### src/rtl/ddr4_cmd_issuer.sv
// DDR4 command/address issuer: one request at a time, open-page policy, counter-enforced tRP/tRCD/tCCD.
// Optional periodic refresh (PREA -> REF) is compiled in when DDR4_REFRESH_EN is defined.
module ddr4_cmd_issuer #(
    parameter int RANKS     = 1,
    parameter int BGWIDTH   = 2,
    parameter int BAWIDTH   = 2,
    parameter int ADDRWIDTH = 17,
    parameter int COLWIDTH  = 10,
    parameter int TRP       = 4,
    parameter int TRCD      = 4,
    parameter int TCCD      = 8,
    parameter int TREFI     = 1560,
    parameter int TRFC      = 52
) (
    input  logic                 clk,
    input  logic                 reset_n,
    input  logic                 req_valid,
    output logic                 req_ready,
    input  logic                 req_we,
    input  logic [BGWIDTH-1:0]   req_bg,
    input  logic [BAWIDTH-1:0]   req_ba,
    input  logic [ADDRWIDTH-1:0] req_row,
    input  logic [COLWIDTH-1:0]  req_col,
    output logic                 cke,
    output logic [RANKS-1:0]     cs_n,
    output logic                 act_n,
    output logic [ADDRWIDTH-1:0] A,
    output logic [BGWIDTH-1:0]   bg,
    output logic [BAWIDTH-1:0]   ba,
    output logic                 cas_strobe,
    output logic                 cas_we
);

    localparam int BKW    = BGWIDTH + BAWIDTH;
    localparam int NBANK  = 1 << BKW;
    localparam int TMAX_A = (TRP > TRCD) ? TRP : TRCD;
    localparam int TMAX_B = (TCCD > TRFC) ? TCCD : TRFC;
    localparam int TMAX   = (TMAX_A > TMAX_B) ? TMAX_A : TMAX_B;
    localparam int WCW    = $clog2(TMAX) + 1;

    // Wait states hold Txx-1 cycles, so the down-counter loads Txx-2 and exits on zero.
    localparam logic [WCW-1:0] TRP_LD  = WCW'((TRP  > 1) ? TRP  - 2 : 0);
    localparam logic [WCW-1:0] TRCD_LD = WCW'((TRCD > 1) ? TRCD - 2 : 0);
    localparam logic [WCW-1:0] TCCD_LD = WCW'((TCCD > 1) ? TCCD - 2 : 0);
    localparam logic [WCW-1:0] TRFC_LD = WCW'((TRFC > 1) ? TRFC - 2 : 0);

    if (ADDRWIDTH != 17 || COLWIDTH > 10 || RANKS < 1 || TRP < 1 || TRCD < 1 ||
        TCCD < 1 || TREFI < 1 || TRFC < 1) begin : g_param_check
        $error("ddr4_cmd_issuer: illegal parameter set");
    end

    typedef enum logic [3:0] {
        S_IDLE, S_PRE, S_TRP_W, S_ACT, S_TRCD_W, S_CAS, S_CCD_W
`ifdef DDR4_REFRESH_EN
        , S_REF_PREA, S_REF_TRP, S_REF, S_RFC_W
`endif
    } state_e;

    typedef enum logic [2:0] {C_ACT, C_RD, C_WR, C_PRE, C_PREA, C_REF} cmd_e;

    typedef struct packed {
        logic [RANKS-1:0]     cs_n;
        logic                 act_n;
        logic [ADDRWIDTH-1:0] a;
        logic [BGWIDTH-1:0]   bg;
        logic [BAWIDTH-1:0]   ba;
        logic                 cas_strobe;
        logic                 cas_we;
    } pins_t;

    localparam pins_t PINS_RST = '{cs_n: '1, act_n: 1'b1, a: '0, bg: '0, ba: '0,
                                   cas_strobe: 1'b0, cas_we: 1'b0};

    function automatic pins_t encode(input cmd_e c, input logic [BGWIDTH-1:0] b_g,
                                     input logic [BAWIDTH-1:0] b_a,
                                     input logic [ADDRWIDTH-1:0] row,
                                     input logic [COLWIDTH-1:0] col);
        pins_t p;
        p = '{cs_n: '0, act_n: 1'b1, a: '0, bg: b_g, ba: b_a, cas_strobe: 1'b0, cas_we: 1'b0};
        case (c)
            C_ACT: begin
                p.act_n = 1'b0;
                p.a     = row;
            end
            C_RD: begin
                p.a[ADDRWIDTH-1 -: 3] = 3'b101;
                p.a[COLWIDTH-1:0]     = col;
                p.cas_strobe          = 1'b1;
            end
            C_WR: begin
                p.a[ADDRWIDTH-1 -: 3] = 3'b100;
                p.a[COLWIDTH-1:0]     = col;
                p.cas_strobe          = 1'b1;
                p.cas_we              = 1'b1;
            end
            C_PRE:  p.a[ADDRWIDTH-1 -: 3] = 3'b010;
            C_PREA: begin
                p.a[ADDRWIDTH-1 -: 3] = 3'b010;
                p.a[10]               = 1'b1;
            end
            default: p.a[ADDRWIDTH-1 -: 3] = 3'b001;
        endcase
        return p;
    endfunction

    // Deselect keeps bg/ba so the bank fields only move when a command is issued.
    function automatic pins_t deselect(input pins_t cur);
        pins_t p;
        p            = PINS_RST;
        p.bg         = cur.bg;
        p.ba         = cur.ba;
        return p;
    endfunction

    state_e               state;
    logic [WCW-1:0]       wcnt;
    pins_t                pins;
    logic                 lat_we;
    logic [BGWIDTH-1:0]   lat_bg;
    logic [BAWIDTH-1:0]   lat_ba;
    logic [ADDRWIDTH-1:0] lat_row;
    logic [COLWIDTH-1:0]  lat_col;
    logic [NBANK-1:0]     open_vld;
    logic [ADDRWIDTH-1:0] open_row [NBANK];

    logic [BKW-1:0] idx_req;
    logic [BKW-1:0] idx_lat;
    logic           row_hit;
    logic           ready_idle;
    pins_t          act_pins;
    pins_t          cas_pins;
    pins_t          pre_pins;

    assign idx_req  = {req_bg, req_ba};
    assign idx_lat  = {lat_bg, lat_ba};
    assign row_hit  = open_vld[idx_req] && (open_row[idx_req] == req_row);
    assign act_pins = encode(C_ACT, lat_bg, lat_ba, lat_row, lat_col);
    assign cas_pins = encode(lat_we ? C_WR : C_RD, lat_bg, lat_ba, lat_row, lat_col);
    assign pre_pins = encode(C_PRE, req_bg, req_ba, req_row, req_col);

`ifdef DDR4_REFRESH_EN
    localparam int RCW = $clog2(TREFI) + 1;
    logic [RCW-1:0] ref_cnt;
    logic           ref_pend;

    // Ready is withheld one cycle early so a request can never collide with the expiry edge.
    assign ready_idle = !ref_pend && (ref_cnt != '0);

    always_ff @(posedge clk or negedge reset_n) begin
        if (!reset_n) begin
            ref_cnt  <= RCW'(TREFI - 1);
            ref_pend <= 1'b0;
        end else if (state == S_REF) begin
            ref_cnt  <= RCW'(TREFI - 1);
            ref_pend <= 1'b0;
        end else if (ref_cnt != '0) begin
            ref_cnt  <= ref_cnt - 1'b1;
        end else begin
            ref_pend <= 1'b1;
        end
    end
`else
    assign ready_idle = 1'b1;
`endif

    // NOTE: every state register here uses <=, so all branches see pre-edge values.
    always_ff @(posedge clk or negedge reset_n) begin
        if (!reset_n) begin
            state     <= S_IDLE;
            wcnt      <= '0;
            cke       <= 1'b0;
            req_ready <= 1'b0;
            pins      <= PINS_RST;
            open_vld  <= '0;
            lat_we    <= 1'b0;
            lat_bg    <= '0;
            lat_ba    <= '0;
            lat_row   <= '0;
            lat_col   <= '0;
        end else begin
            cke  <= 1'b1;
            pins <= deselect(pins);
            case (state)
                S_IDLE: begin
`ifdef DDR4_REFRESH_EN
                    if (ref_pend) begin
                        state     <= S_REF_PREA;
                        req_ready <= 1'b0;
                        pins      <= encode(C_PREA, pins.bg, pins.ba, '0, '0);
                    end else
`endif
                    if (req_valid && req_ready) begin
                        req_ready <= 1'b0;
                        lat_we    <= req_we;
                        lat_bg    <= req_bg;
                        lat_ba    <= req_ba;
                        lat_row   <= req_row;
                        lat_col   <= req_col;
                        if (row_hit) begin
                            state <= S_CAS;
                            pins  <= encode(req_we ? C_WR : C_RD, req_bg, req_ba, req_row, req_col);
                        end else if (open_vld[idx_req]) begin
                            state <= S_PRE;
                            pins  <= pre_pins;
                        end else begin
                            state <= S_ACT;
                            pins  <= encode(C_ACT, req_bg, req_ba, req_row, req_col);
                        end
                    end else begin
                        req_ready <= ready_idle;
                    end
                end
                S_PRE: begin
                    open_vld[idx_lat] <= 1'b0;
                    if (TRP == 1) begin
                        state <= S_ACT;
                        pins  <= act_pins;
                    end else begin
                        state <= S_TRP_W;
                        wcnt  <= TRP_LD;
                    end
                end
                S_TRP_W: begin
                    if (wcnt == '0) begin
                        state <= S_ACT;
                        pins  <= act_pins;
                    end else begin
                        wcnt <= wcnt - 1'b1;
                    end
                end
                S_ACT: begin
                    open_vld[idx_lat] <= 1'b1;
                    if (TRCD == 1) begin
                        state <= S_CAS;
                        pins  <= cas_pins;
                    end else begin
                        state <= S_TRCD_W;
                        wcnt  <= TRCD_LD;
                    end
                end
                S_TRCD_W: begin
                    if (wcnt == '0) begin
                        state <= S_CAS;
                        pins  <= cas_pins;
                    end else begin
                        wcnt <= wcnt - 1'b1;
                    end
                end
                S_CAS: begin
                    if (TCCD == 1) begin
                        state     <= S_IDLE;
                        req_ready <= ready_idle;
                    end else begin
                        state <= S_CCD_W;
                        wcnt  <= TCCD_LD;
                    end
                end
                S_CCD_W: begin
                    if (wcnt == '0) begin
                        state     <= S_IDLE;
                        req_ready <= ready_idle;
                    end else begin
                        wcnt <= wcnt - 1'b1;
                    end
                end
`ifdef DDR4_REFRESH_EN
                S_REF_PREA: begin
                    open_vld <= '0;
                    if (TRP == 1) begin
                        state <= S_REF;
                        pins  <= encode(C_REF, pins.bg, pins.ba, '0, '0);
                    end else begin
                        state <= S_REF_TRP;
                        wcnt  <= TRP_LD;
                    end
                end
                S_REF_TRP: begin
                    if (wcnt == '0) begin
                        state <= S_REF;
                        pins  <= encode(C_REF, pins.bg, pins.ba, '0, '0);
                    end else begin
                        wcnt <= wcnt - 1'b1;
                    end
                end
                S_REF: begin
                    if (TRFC == 1) begin
                        state     <= S_IDLE;
                        req_ready <= ready_idle;
                    end else begin
                        state <= S_RFC_W;
                        wcnt  <= TRFC_LD;
                    end
                end
                S_RFC_W: begin
                    if (wcnt == '0) begin
                        state     <= S_IDLE;
                        req_ready <= ready_idle;
                    end else begin
                        wcnt <= wcnt - 1'b1;
                    end
                end
`endif
                default: state <= S_IDLE;
            endcase
        end
    end

    // NOTE: row storage has no reset; open_vld is cleared on reset and gates every lookup.
    always_ff @(posedge clk) begin
        if (state == S_ACT) open_row[idx_lat] <= lat_row;
    end

    assign cs_n       = pins.cs_n;
    assign act_n      = pins.act_n;
    assign A          = pins.a;
    assign bg         = pins.bg;
    assign ba         = pins.ba;
    assign cas_strobe = pins.cas_strobe;
    assign cas_we     = pins.cas_we;

endmodule

### config.mk
export PLATFORM = sky130hd
export DESIGN_NAME = ddr4_cmd_issuer
export DESIGN_NICKNAME = d
export VERILOG_FILES = /design/src/rtl/ddr4_cmd_issuer.sv
export SDC_FILE = /design/constraint.sdc
export NUM_CORES = 1
export LEC_CHECK = 0
export ABC_AREA = 1
export BUFFER_PORTS_ARGS = -buffer_cell sky130_fd_sc_hd__buf_4
export CELL_PAD_IN_SITES_DETAIL_PLACEMENT = 0
export CELL_PAD_IN_SITES_GLOBAL_PLACEMENT = 1
export CORE_MARGIN = 2
export CORE_UTILIZATION = 53
export DETAILED_ROUTE_END_ITERATION = 10
export PLACE_DENSITY = 0.87
export SLEW_MARGIN = 20
export SYNTH_ARGS = -nofsm -noshare
export SYNTH_HDL_FRONTEND = slang
export SYNTH_SLANG_ARGS = --single-unit
### constraint.sdc
create_clock -name clk -period 4.3 [get_ports clk]
set_input_delay 0.215 -clock clk [delete_from_list [all_inputs] [get_ports clk]]
set_output_delay 0.215 -clock clk [all_outputs]
set_load 0.01 [all_outputs]
# After elaboration in Yosys (flattened, before gate mapping)
# Memories as Yosys holds them, arrays and structs flattened.
# Cells that the tools add are included.
[op_classes] add_sub_neg=1 magnitude_cmp=3 n_eq_ne=20 n_mux=41 bitwise=3 reduce_logical=22
[ops] operator="2-to-1 mux 25 bit" n=3
[ops] operator="one-hot mux 25 bit (3 select lines)" n=1
[ops] operator="2-to-1 mux 24 bit" n=2
[ops] operator="one-hot mux 10 bit (2 select lines)" n=2
[ops] operator="one-hot mux 16 bit (2 select lines)" n=1
[ops] operator="one-hot mux 4 bit (7 select lines)" n=1
[ops] operator="one-hot mux 3 bit (4 select lines)" n=2
[ops] operator="one-hot mux 7 bit (3 select lines)" n=1
[ops] operator="equality test 17 bit" n=1
[ops] operator="AND 16 bit" n=1
[ops] operator="2-to-1 mux 4 bit" n=4
[ops] operator="NOT 16 bit" n=1
[ops] operator="bitwise OR 16 bit" n=1
[ops] operator="equality test 4 x 3 -> 1 bit, second input constant" n=3
[ops] operator="2-to-1 mux 1 bit" n=12
[ops] operator="< comparator 4 x 5 -> 1 bit, second input constant" n=2
[ops] operator="inequality test 2 bit, second input constant" n=5
[ops] operator="OR reduction 2 bit" n=5
[ops] operator="2-to-1 mux 3 bit" n=3
[ops] operator="equality test 2 bit, second input constant" n=4
[ops] operator="equality test 4 x 2 -> 1 bit, second input constant" n=2
[ops] operator="AND reduction 4 bit" n=2
[ops] operator="zero test 7 bit" n=1
[ops] operator="2-to-1 mux 7 bit" n=1
[ops] operator="other kinds (16)" n=29
[word_totals] regBits=86 ramBits=272 out_inout_bits=27 elab_cells=108 mem_count=1
[mem_list] name="open_row" words=16 word_bits=17 rd=1 rd_ports_with_merged_regs=0 write_ports=1 line_no="124" text="logic [ADDRWIDTH-1:0] open_row [NBANK];"

# Logic depth before layout (Yosys ltp)
# Gate-level depths: netlist (run 1).
[depth] depth_word=7 depth_mapped=18 mapped_depth_nobuf=17

# Least setup slack after synthesis (run 1)
# No wires, ideal clock.
[synth_timing] path_type="register -> register" startpoint="register state[0]" endpoint="memory open_row[0][0] (enable)" arrival_ns=1.851 path_slack_ns=2.059 path_stages_with_launch=7 period_less_slack_ns=2.241 cell_sequence="dfrtp_1 > inv_1 > nor2_1 > inv_1 > nor3_1 > nand2_1 > nor2_1"
[synth_between] elab_chain_len=3
[synth_rtl] item="start, declared" line_no="115" text="state_e state;"
[synth_rtl] item="start signal, assigned" line_no="169" text="state <= S_IDLE;"
[synth_rtl] item="start signal, assigned" line_no="200" text="state <= S_CAS;"
[synth_rtl] item="start signal, assigned" line_no="203" text="state <= S_PRE;"
[synth_rtl] item="equality test 4 x 2 -> 1 bit" line_no="310" text="if (state == S_ACT) open_row[idx_lat] <= lat_row;"
[synth_rtl] item="2-to-1 mux 1 bit" line_no="310"
[synth_rtl] item="2-to-1 mux 1 bit (implied by the code)" line_no="310"
[synth_rtl] item="end, declared" line_no="124"
# No other way between the ends.

# Final worst setup path (run 1)
[layout_timing] startpoint="register state[0]" endpoint="memory open_row[5][6] (enable)"
# The elaborated chain is that of the path after synthesis.

==> flow_metrics.py, run 1 <==
metrics = {
    "worst_setup_path": {
        "crit_family": "simple AND/OR/NAND/NOR gates",
        "crit_fanout": 10,
        "cpMostUsedCell": "inv_1",
        "slowest_delay_ns": 0.65,
        "setup.worst_path.start_class": "flip-flop",
        "slowest_stage": "nor2_2",
        "critPathRequiredTime_ns": 4.50,
        "path_cells": "inv_1 > nor2_1 > inv_1 > nor3_1 > nand2_1 > nor2_2 > buf_4",
        "path_depth": 7,
        "worstSetupEndpointType": "flip-flop",
        "crit_buf_inv": 3,
        "arrival_ns": 3.12,
        "critPathKind": "flip-flop to flip-flop",
        "r2r_cells": 7,
    },
    "timing": {
        "fin_setup_tns_ns": 0,
        "fmax_mhz": 343,
        "worst_pin_slew_ns": 1.03,
        "hold_slack_ns": 0.0297,
        "setup_viol": 0,
        "period_share_pct": 67.8,
        "maxSlewHeadroom_pct": 31.0,
        "rsz0062_at_grt": "false",
        "clock_skew_ns": 0.0259,
        "drv_slew": 0,
        "hold_viol": 0,
        "timing.final.crit_period_ns": 2.91,
    },
    "logic_synthesis": {
        "syn_avg_cell_area_um2": 10.2,
        "synth_top_family_by_area": "simple AND/OR/NAND/NOR gates",
        "synth_top_area_share_pct": 53.7,
        "synth.distinct_cells": 31,
        "synth-seq-cells": 357,
        "ys_top_cells_by_area": "edfxtp_1 54%, dfrtp_1 14%, nand2_1 11%",
        "yosysSeqAreaShare_pct": 67.8,
        "ys_async_sr_fraction_pct": 23.8,
        "synth-compound-area-share_pct": 6.43,
        "synth-xor-area-share_pct": 0.0576,
        "synth-main-ff-cell": "edfxtp_1",
        "synth_common_cells": "457 x nand2_1, 272 x edfxtp_1, 145 x nand3_1, 139 x inv_1, 125 x nor2_1",
        "yosysWarningCount": 0,
        "muxShareOfSynthArea_pct": 0,
        "yosysTopAreaCell": "edfxtp_1",
        "synth_area_mm2": 0.0152,
        "syn_nets": 1524,
        "synth_simple_gate_area_share_pct": 19.9,
        "synth_edf_count": 272,
        "yosys.area_share.adder_pct": 0.0823,
        "netlist_instances": 1488,
        "synth.most_common_cell": "nand2_1",
    },
    "power": {
        "peakVddDrop_mv": 0.498,
        "p_leak_nw": 7.36,
        "p_total_mw": 9.49,
        "powerDensity_mw_per_mm2": 541,
    },
    "layout": {
        "stdcell_count": 1984,
        "syn2layout_area_growth_pct": 15.4,
        "nNetsFinal": 1614,
        "drive_gt1_share_pct": 10.8,
        "n_antenna_cell": 0,
    },
    "grt": {
        "antenna_found_initial": 0,
        "overflow": 0,
        "grt_max_degree": 93,
        "grt_usage_pct": 26.3,
        "grt_pass1_wl_um": 60200,
        "grt_pass1_vias": 10600,
    },
    "placement": {
        "port_buffers": 61,
        "hpwl_um": 23000,
        "place_inst": 1891,
        "place.gp.congestion": 0.797,
    },
    "clock_tree": {
        "post_cts_buffers": 0,
        "hold_buffers": 26,
        "numCtsBuffers": 37,
        "cts_tree": "done",
        "clockRootBuffer": "clkbuf_16",
        "clk_pin_slew_ns": 0.06,
        "cts_resized": 0,
        "htree_levels": 2,
        "cts_sinks": 357,
        "ctsLongestPathBuffers": 3,
        "clkLatencyLatePin_ns": 0.53,
    },
    "die": {
        "pin_count": 62,
        "rows": 61,
        "core_mm2": 0.0280,
        "die_w_um": 173,
        "die_h_um": 173,
        "start_util_pct": 54.3,
        "dieArea_mm2": 0.0300,
    },
    "run": {
        "maxCapViolCount": 0,
    },
    "routing": {
        "drt_iter0_markers": 1228,
        "routed_via_density": 5.58,
        "drt_first_pass_iters": 5,
        "drtAntennaViolNets": 0,
        "vias": 11100,
        "drc": 0,
        "wl_um": 39300,
        "wl_per_cell_um": 19.8,
    },
    "hold_path": {
        "hold_class": "primary input to flip-flop",
        "worstHoldPathCells": 3,
    },
    "outcome": {
        "run_status": "completed",
    },
}
## placed cells by master, fill, tap and decap left out, types with 2 or more instances in the layout
master         Yosys  routed
nand2_1          457     457
edfxtp_1         272     272
nand3_1          145     145
inv_1            139     139
nor2_1           125     108
buf_4              7      94
dfrtp_1           83      83
o21ai_0           76      76
clkbuf_16          0      38
dlygate4sd3_1      0      26
o21ai_1           22      22
o211ai_1          18      18
nor2_2             2      18
o21bai_1          14      14
a21oi_1           13      13
o221ai_1          13      13
clkinv_2           0       9
clkinv_1           4       9
clkbuf_1          26       9
nor3_1             8       8
o22ai_1            7       7
nand4_1            5       5
nand3b_1           3       3
clkbuf_8           0       3
or2_2              2       2
dfstp_2            2       2
inv_6              0       2
bufinv_16          0       2
## report_power, final
part	switching [mW]	internal (mW)	total [mW]
Sequential	0.492	4.45	4.95
Clock	1.30	1.80	3.10
Combinational	0.971	0.477	1.45
Total	2.76	6.73	9.49
## kinds of logic (layout without fill, tap and decap cells)
kind of cell / Yosys count / after routing
other cells: 1 / 1
simple gates: 747 / 747
buf+inv: 215 / 333
xor+xnor: 1 / 1
fa+ha+maj: 1 / 1
compound gates: 166 / 166
flops: 357 / 357
## sequential cells by signal, indices dropped and copies added, names as in the netlist, 2 cells and up, named ones only
register and count:
wcnt 7, lat_ba 2, ba 2, open_row 272
lat_bg 2, lat_row 17, bg 2, lat_col 10
A 17, state 3
## worst paths after layout
path	startpoint	end	slack, ns
hold / removal	req_row[4]	lat_row[4]	0.03
min in group asynchronous	reset_n	lat_col[1]	0.30
setup reg to reg	state[0]	open_row[5][6]	1.39
max in group asynchronous	reset_n	wcnt[6]	3.04
setup / recovery	state[0]	open_row[5][6]	1.39
hold reg to reg	wcnt[5]	wcnt[5]	0.47
## cell type report
cell class	instances	area [um2]
Timing Repair Buffer	121	986
Sequential cell	357	10300
Fill cell	2241	10500
Clock buffer	50	1030
Tap cell	378	473
Multi-Input combinational cell	916	4080
Clock inverter	17	136
Inverter	145	546
## metrics by stage
stage / setup WS [ns] / instance area [um2] / utilization [%]
finish: 1.39 / 17500 / 62.6
detailed placement: 0.959 / 16100 / 57.6
global route: 1.13 / 17500 / 62.6
floorplan: 2.06 / 15200 / -
CTS: 1.40 / 17500 / 62.6
global placement: 1.07 / 16100 / 57.6
## worst register-to-register path, delay by kind of cell, from the launching register on
family | cells | cell delay [ns]
buf+inv | 3 | 0.61
flops | 1 | 0.46
simple gates | 4 | 1.53
## metal layers
metal  part of all wire (%)  global-route usage, %  up-vias
met2                     48                   42.8      467
met4                    2.7                   8.05        0
li1                       -                      -     5142
met5                      0                      0        -
met1                     42                   37.7     5378
met3                    7.4                   2.87       89
(Power assumes the default switching activity.)
==> run 2, diff against run 1 <==
Settings changed: CORE_UTILIZATION 53 to 49, PLACE_DENSITY 0.87 to 0.81.
Clock period 4.3 ns to 2.8 ns, I/O delays scaled along.
==> run 2 against run 1 <==
Wire length decreased by 0.11%. Hold slack improved by 0.0035 ns. Clock skew decreased by 0.0088 ns. Via count decreased by 0.72%. Utilization decreased by 4.2 points. Global-route usage decreased by 2.0 points. Register-to-register slack got worse by 0.85 ns. Sequential power increased by 53%. Fmax increased by 29%. Critical path depth unchanged. Sequential share of layout area decreased by 1.0 points. Critical endpoint is now open_row[12][14]. Largest cell class unchanged. Highest routed layer unchanged.
==> flow_metrics.py, run 2 (synthesis results as in run 1) <==
metrics = {
    "hold_path": {
        "hold_class": "primary input to flip-flop",
        "hold_start": "req_valid",
    },
    "clock_tree": {
        "ctsLongestPathBuffers": 3,
        "clockRootBuffer": "clkbuf_16",
        "hold_buffers": 29,
        "clkLatencyLatePin_ns": 0.52,
        "cts_sinks": 357,
        "clk_pin_slew_ns": 0.06,
        "post_cts_buffers": 0,
        "htree_levels": 2,
        "cts_tree": "done",
        "numCtsBuffers": 38,
        "cts_resized": 0,
    },
    "timing": {
        "fin_setup_tns_ns": 0,
        "timing.final.crit_period_ns": 2.27,
        "drv_slew": 0,
        "hold_viol": 0,
        "hold_slack_ns": 0.0332,
        "setup_viol": 0,
        "fmax_mhz": 441,
        "maxSlewHeadroom_pct": 48.6,
        "period_share_pct": 80.9,
        "worst_pin_slew_ns": 0.772,
        "clock_skew_ns": 0.0171,
        "rsz0062_at_grt": "false",
    },
    "power": {
        "p_leak_nw": 7.49,
        "peakVddDrop_mv": 0.697,
        "powerDensity_mw_per_mm2": 823,
    },
    "die": {
        "die_h_um": 180,
        "start_util_pct": 49.7,
        "dieArea_mm2": 0.0324,
        "core_mm2": 0.0306,
        "die_w_um": 180,
        "rows": 64,
        "pin_count": 62,
    },
    "grt": {
        "overflow": 0,
        "grt_usage_pct": 24.3,
        "antenna_found_initial": 1,
        "grt_pass1_vias": 10500,
        "grt_max_degree": 89,
        "grt_pass1_wl_um": 60400,
    },
    "layout": {
        "nNetsFinal": 1632,
        "regMostFlops": "open_row",
        "final_common_cell": "nand2_1",
        "final_util_pct": 58.4,
        "final_area_mm2": 0.0179,
        "largest_reg_flops": 272,
        "syn2layout_area_growth_pct": 17.5,
        "drive_gt1_share_pct": 11.4,
        "final_cell_mix": "457 x nand2_1, 272 x edfxtp_1, 145 x nand3_1, 139 x inv_1, 108 x nor2_1",
    },
    "routing": {
        "drc": 0,
        "vias": 11000,
        "drt_first_pass_iters": 5,
        "wl_per_cell_um": 19.4,
        "wl_um": 39300,
        "routed_via_density": 5.44,
        "drt_iter0_markers": 932,
        "drtAntennaViolNets": 0,
    },
    "placement": {
        "place.gp.congestion": 0.785,
        "port_buffers": 61,
        "hpwl_um": 22800,
        "dpl_cell_area_mm2": 0.0164,
    },
    "run": {
        "maxCapViolCount": 0,
    },
    "worst_setup_path": {
        "r2r_start": "state[0]",
        "critPathKind": "flip-flop to flip-flop",
        "crit_fanout": 17,
        "arrival_ns": 2.44,
        "critical_path.startpoint": "state[0]",
        "worstSetupEndpointType": "flip-flop",
        "critPathRequiredTime_ns": 2.97,
        "setup.worst_path.start_class": "flip-flop",
    },
    "outcome": {
        "run_status": "completed",
    },
}
run 2: cell count changes in the layout (fill, tap and decap cells not counted), sizes merged:
cell,previous run,this run
clkbuf,50,61
buf,95,109
bufinv,2,1
diode,0,1
clkinv,18,11
dlygate4sd3,26,29
inv,142,141
run 2: cell type report:
type | instances | area, um2
Antenna cell | 1 | 2.50
Clock buffer | 61 | 1140
Clock inverter | 8 | 66.3
Fill cell | 2571 | 12700
Inverter | 145 | 546
Multi-Input combinational cell | 916 | 4080
Sequential cell | 357 | 10300
Tap cell | 396 | 495
Timing Repair Buffer | 138 | 1230
run 2: path summary, 6_finish.rpt:
| kind | end | slack [ns] | cells after the start |
|---|---|---|---|
| setup / recovery | open_row[12][14] | 0.53 | 7 |
| hold reg to reg | wcnt[5] | 0.47 | 1 |
| setup reg to reg | open_row[12][14] | 0.53 | 7 |
| max in group asynchronous | cs_n | 1.80 | 3 |
| min in group asynchronous | lat_col[1] | 0.26 | 2 |
| hold / removal | cas_strobe | 0.03 | 3 |
run 2: routing by layer:
layer  vias up  part of all wire, %  track usage, %
met2       353                   47            39.6
li1       5193                    -               -
met1      5387                   44            34.5
met5         -                    0               0
met3        63                  6.3            3.25
met4         0                  2.4            7.10
run 2: stage by stage:
step	setup WS, ns	power (mW)	std cells
after global placement	0.298	9.87	1923
after floorplan	0.559	8.84	1488
after detailed placement	0.289	9.95	1923
after global routing	0.262	15.4	2022
after CTS	0.535	14.8	2021
final	0.534	14.7	2022
run 2: power breakdown:
part           switching (mW)  total, mW  leakage, nW  internal, mW
Clock                    1.95       4.83        0.590          2.88
Sequential              0.746       7.59         3.57          6.84
Combinational            1.49       2.28         3.34         0.787
Total                    4.19       14.7         7.49          10.5
run 2: critical path: stages (launching register included):
cell,delay [ns]
dfrtp_1,0.43
inv_1,0.09
nor2_1,0.18
inv_1,0.11
nor3_1,0.43
nand2_1,0.20
nor2_2,0.12
buf_4,0.34
==> run 3, diff against run 2 <==
Settings changed: ABC_AREA 1 to 0, CORE_UTILIZATION 49 to 48, PLACE_DENSITY 0.81 to 0.78.
Clock period 2.8 ns to 1.9 ns, I/O delays scaled along.
==> run 3 against run 2 <==
The flow now finishes with violations (negative setup slack). Global-route usage down 0.99 points. Register-to-register slack lost 1.4 ns. Clock skew is 0.0035 ns lower. First-iteration DRC count up 5.2%. Synthesized area shrank 4.8%. Critical path type unchanged. Highest routed layer unchanged.
==> flow_metrics.py, run 3 <==
metrics = {
    "power": {
        "p_total_mw": 21.6,
        "power_frac_clock_pct": 34.6,
        "powerDensity_mw_per_mm2": 1160,
        "p_int_mw": 15.9,
        "peakVddDrop_mv": 0.771,
        "p_switching_mw": 5.66,
        "switching_share_pct": 26.3,
        "p_leak_nw": 6.89,
        "pwr-share-seq_pct": 49.4,
        "p_comb_share_pct": 15.9,
    },
    "routing": {
        "drtAntennaViolNets": 0,
        "wl_um": 35700,
        "vias": 8497,
        "routed_via_density": 5.74,
        "drt_first_pass_iters": 5,
        "top_layer": "met4",
        "drc": 0,
        "dr_wl_met3_um": 2340,
        "drt_iter0_markers": 980,
        "met2_length_um": 18100,
        "wl_met1_um": 14500,
        "wl_per_cell_um": 24.1,
    },
    "placement": {
        "port_buffers": 61,
        "place.gp.congestion": 0.791,
        "hpwl_um": 21700,
        "place_inst": 1373,
        "dpl_cell_area_mm2": 0.0167,
        "pre_cts_ws_ns": -1.16,
    },
    "grt": {
        "grt_max_degree": 54,
        "grt_pass1_vias": 8900,
        "overflow": 0,
        "grt_pass1_wl_um": 53300,
        "grt_usage_pct": 23.3,
        "antenna_found_initial": 0,
    },
    "logic_synthesis": {
        "synth.distinct_cells": 51,
        "synth_edf_count": 272,
        "yosysTopAreaCell": "edfxtp_1",
        "synth-seq-cells": 357,
        "synth_top_area_share_pct": 56.5,
        "netlist_instances": 853,
        "yosys.area_share.adder_pct": 0.0865,
        "yosysWarningCount": 0,
        "synth-xor-area-share_pct": 2.06,
        "syn_nets": 889,
        "synth-main-ff-cell": "edfxtp_1",
        "synth_top_family_by_area": "multiplexers",
        "syn_avg_cell_area_um2": 17.0,
        "synth_simple_gate_area_share_pct": 5.49,
        "ys_async_sr_fraction_pct": 23.8,
        "synth_common_cells": "272 x edfxtp_1, 96 x nand2_1, 83 x dfrtp_1, 69 x mux4_2, 41 x o21ai_0",
        "yosysSeqAreaShare_pct": 71.2,
        "synth.most_common_cell": "edfxtp_1",
        "synth-compound-area-share_pct": 5.56,
        "ys_top_cells_by_area": "edfxtp_1 56%, dfrtp_1 14%, mux4_2 11%",
        "synth_area_mm2": 0.0145,
        "muxShareOfSynthArea_pct": 13.5,
    },
    "timing": {
        "worst_pin_slew_ns": 0.610,
        "timing.final.crit_period_ns": 2.79,
        "final.setup.worst_slack_ns": -0.890,
        "period_share_pct": 147,
        "drv_slew": 0,
        "fmax_mhz": 358,
        "rsz0062_at_grt": "true",
        "hold_viol": 0,
        "setup_viol": 28,
        "clock_skew_ns": 0.0137,
        "fin_setup_tns_ns": -14.16,
        "maxSlewHeadroom_pct": 59.4,
    },
    "outcome": {
        "run_status": "finished with violations",
        "violations": "negative setup slack",
    },
    "worst_setup_path": {
        "worstSetupEndpointType": "flip-flop",
        "crit_fanout": 14,
        "critPathRequiredTime_ns": 2.32,
        "rr_endpoint": "A[0]",
        "critPathKind": "flip-flop to flip-flop",
        "r2r_setup_slack_ns": -0.89,
        "setup.worst_path.start_class": "flip-flop",
        "r2r_start": "open_row[3][12]",
        "arrival_ns": 3.21,
        "r2r_cells": 10,
    },
    "clock_tree": {
        "ctsLongestPathBuffers": 3,
        "clk_pin_slew_ns": 0.06,
        "numCtsBuffers": 37,
        "clockRootBuffer": "clkbuf_16",
        "htree_levels": 2,
        "clkLatencyLatePin_ns": 0.52,
        "cts_tree": "done",
        "cts_sinks": 357,
    },
    "layout": {
        "final_area_mm2": 0.0185,
        "stdcell_count": 1481,
        "drive_gt1_share_pct": 35.9,
        "nNetsFinal": 1098,
        "syn2layout_area_growth_pct": 28.1,
        "regMostFlops": "open_row",
        "largest_reg_flops": 272,
        "final_cell_mix": "272 x edfxtp_1, 150 x buf_4, 95 x nand2_1, 83 x dfrtp_1, 69 x mux4_2",
        "n_antenna_cell": 0,
        "final_common_cell": "edfxtp_1",
    },
    "hold_path": {
        "hold_class": "primary input to async pin",
    },
    "run": {
        "maxCapViolCount": 0,
    },
    "die": {
        "core_mm2": 0.0296,
        "dieArea_mm2": 0.0315,
        "die_w_um": 178,
        "start_util_pct": 48.8,
        "rows": 63,
        "pin_count": 62,
        "die_h_um": 178,
    },
}
==> run 3: critical path, stage by stage, from the launching register on <==
cell and delay (ns):
edfxtp_1 0.35, mux4_2 0.46, nor2b_1 0.16, a211oi_2 0.20
a21oi_1 0.08, xnor2_1 0.24, buf_4 0.16, nand4_1 0.09
or4_4 0.51, buf_12 0.18, o31ai_2 0.24
==> run 3: stage by stage <==
step                      utilization [%]  hold slack [ns]
after floorplan                         -           -0.201
after global placement               56.2           0.0436
after detailed placement             56.2           0.0470
after CTS                            62.1           0.0402
after global routing                 62.6           0.0732
final                                62.6           0.0480
==> run 3: logic make-up (layout without fill, tap and decap cells) <==
logic type / Yosys count / after routing
fa+ha+maj: 1 / 1
compound gates: 104 / 104
xor+xnor: 34 / 34
flops: 357 / 357
buf+inv: 69 / 307
other cells: 1 / 1
simple gates: 179 / 179
mux: 108 / 108
==> run 3: what timing repair did <==
item,4_1_cts,5_1_grt
pin swaps,9,11
setup buffers,7,6
hold buffers,29,0
endpoints found under the setup margin,29,34
gates cloned,1,0
gates resized for setup,28,23
hold endpoints to repair,128,0
==> run 3: final cells by class <==
type	instances	area, um2
fillers	2111	11100
flip-flops and latches	357	10300
well taps	390	488
clock inverters	18	196
clock buffers	50	1080
multi-input cells	427	4230
inverters	18	67.6
repair buffers	221	2190
==> run 3: per-layer routing <==
layer	GRT usage [%]	up-vias
met5	0	-
met4	6.49	0
met3	3.28	61
met2	39.0	318
met1	32.2	4404
li1	-	3714
==> run 3: worst max-delay path by stage <==
stage / from / end / slack, ns / depth (start not counted)
6_report: open_row[3][12] / A[0] / -0.89 / 10
5_1_grt: open_row[2][12] / A[0] / -0.99 / 10
4_1_cts: open_row[15][1] / A[4] / -0.95 / 10
3_5_place_dp: req_ba[0] / A[4] / -1.16 / 12
3_3_place_gp: req_ba[0] / A[0] / -1.10 / 12
2_1_floorplan: req_ba[0] / A[14] / -0.71 / 11
==> run 3: power groups by stage <==
| stage | Clock (mW) | Sequential (mW) | Combinational [mW] |
|---|---|---|---|
| global placement | 0 | 10.7 | 3.03 |
| CTS | 7.55 | 10.7 | 3.30 |
| floorplan | 0 | 10.6 | 1.73 |
| finish | 7.46 | 10.7 | 3.44 |
| detailed placement | 0 | 10.8 | 3.10 |
| global route | 7.89 | 10.8 | 3.76 |
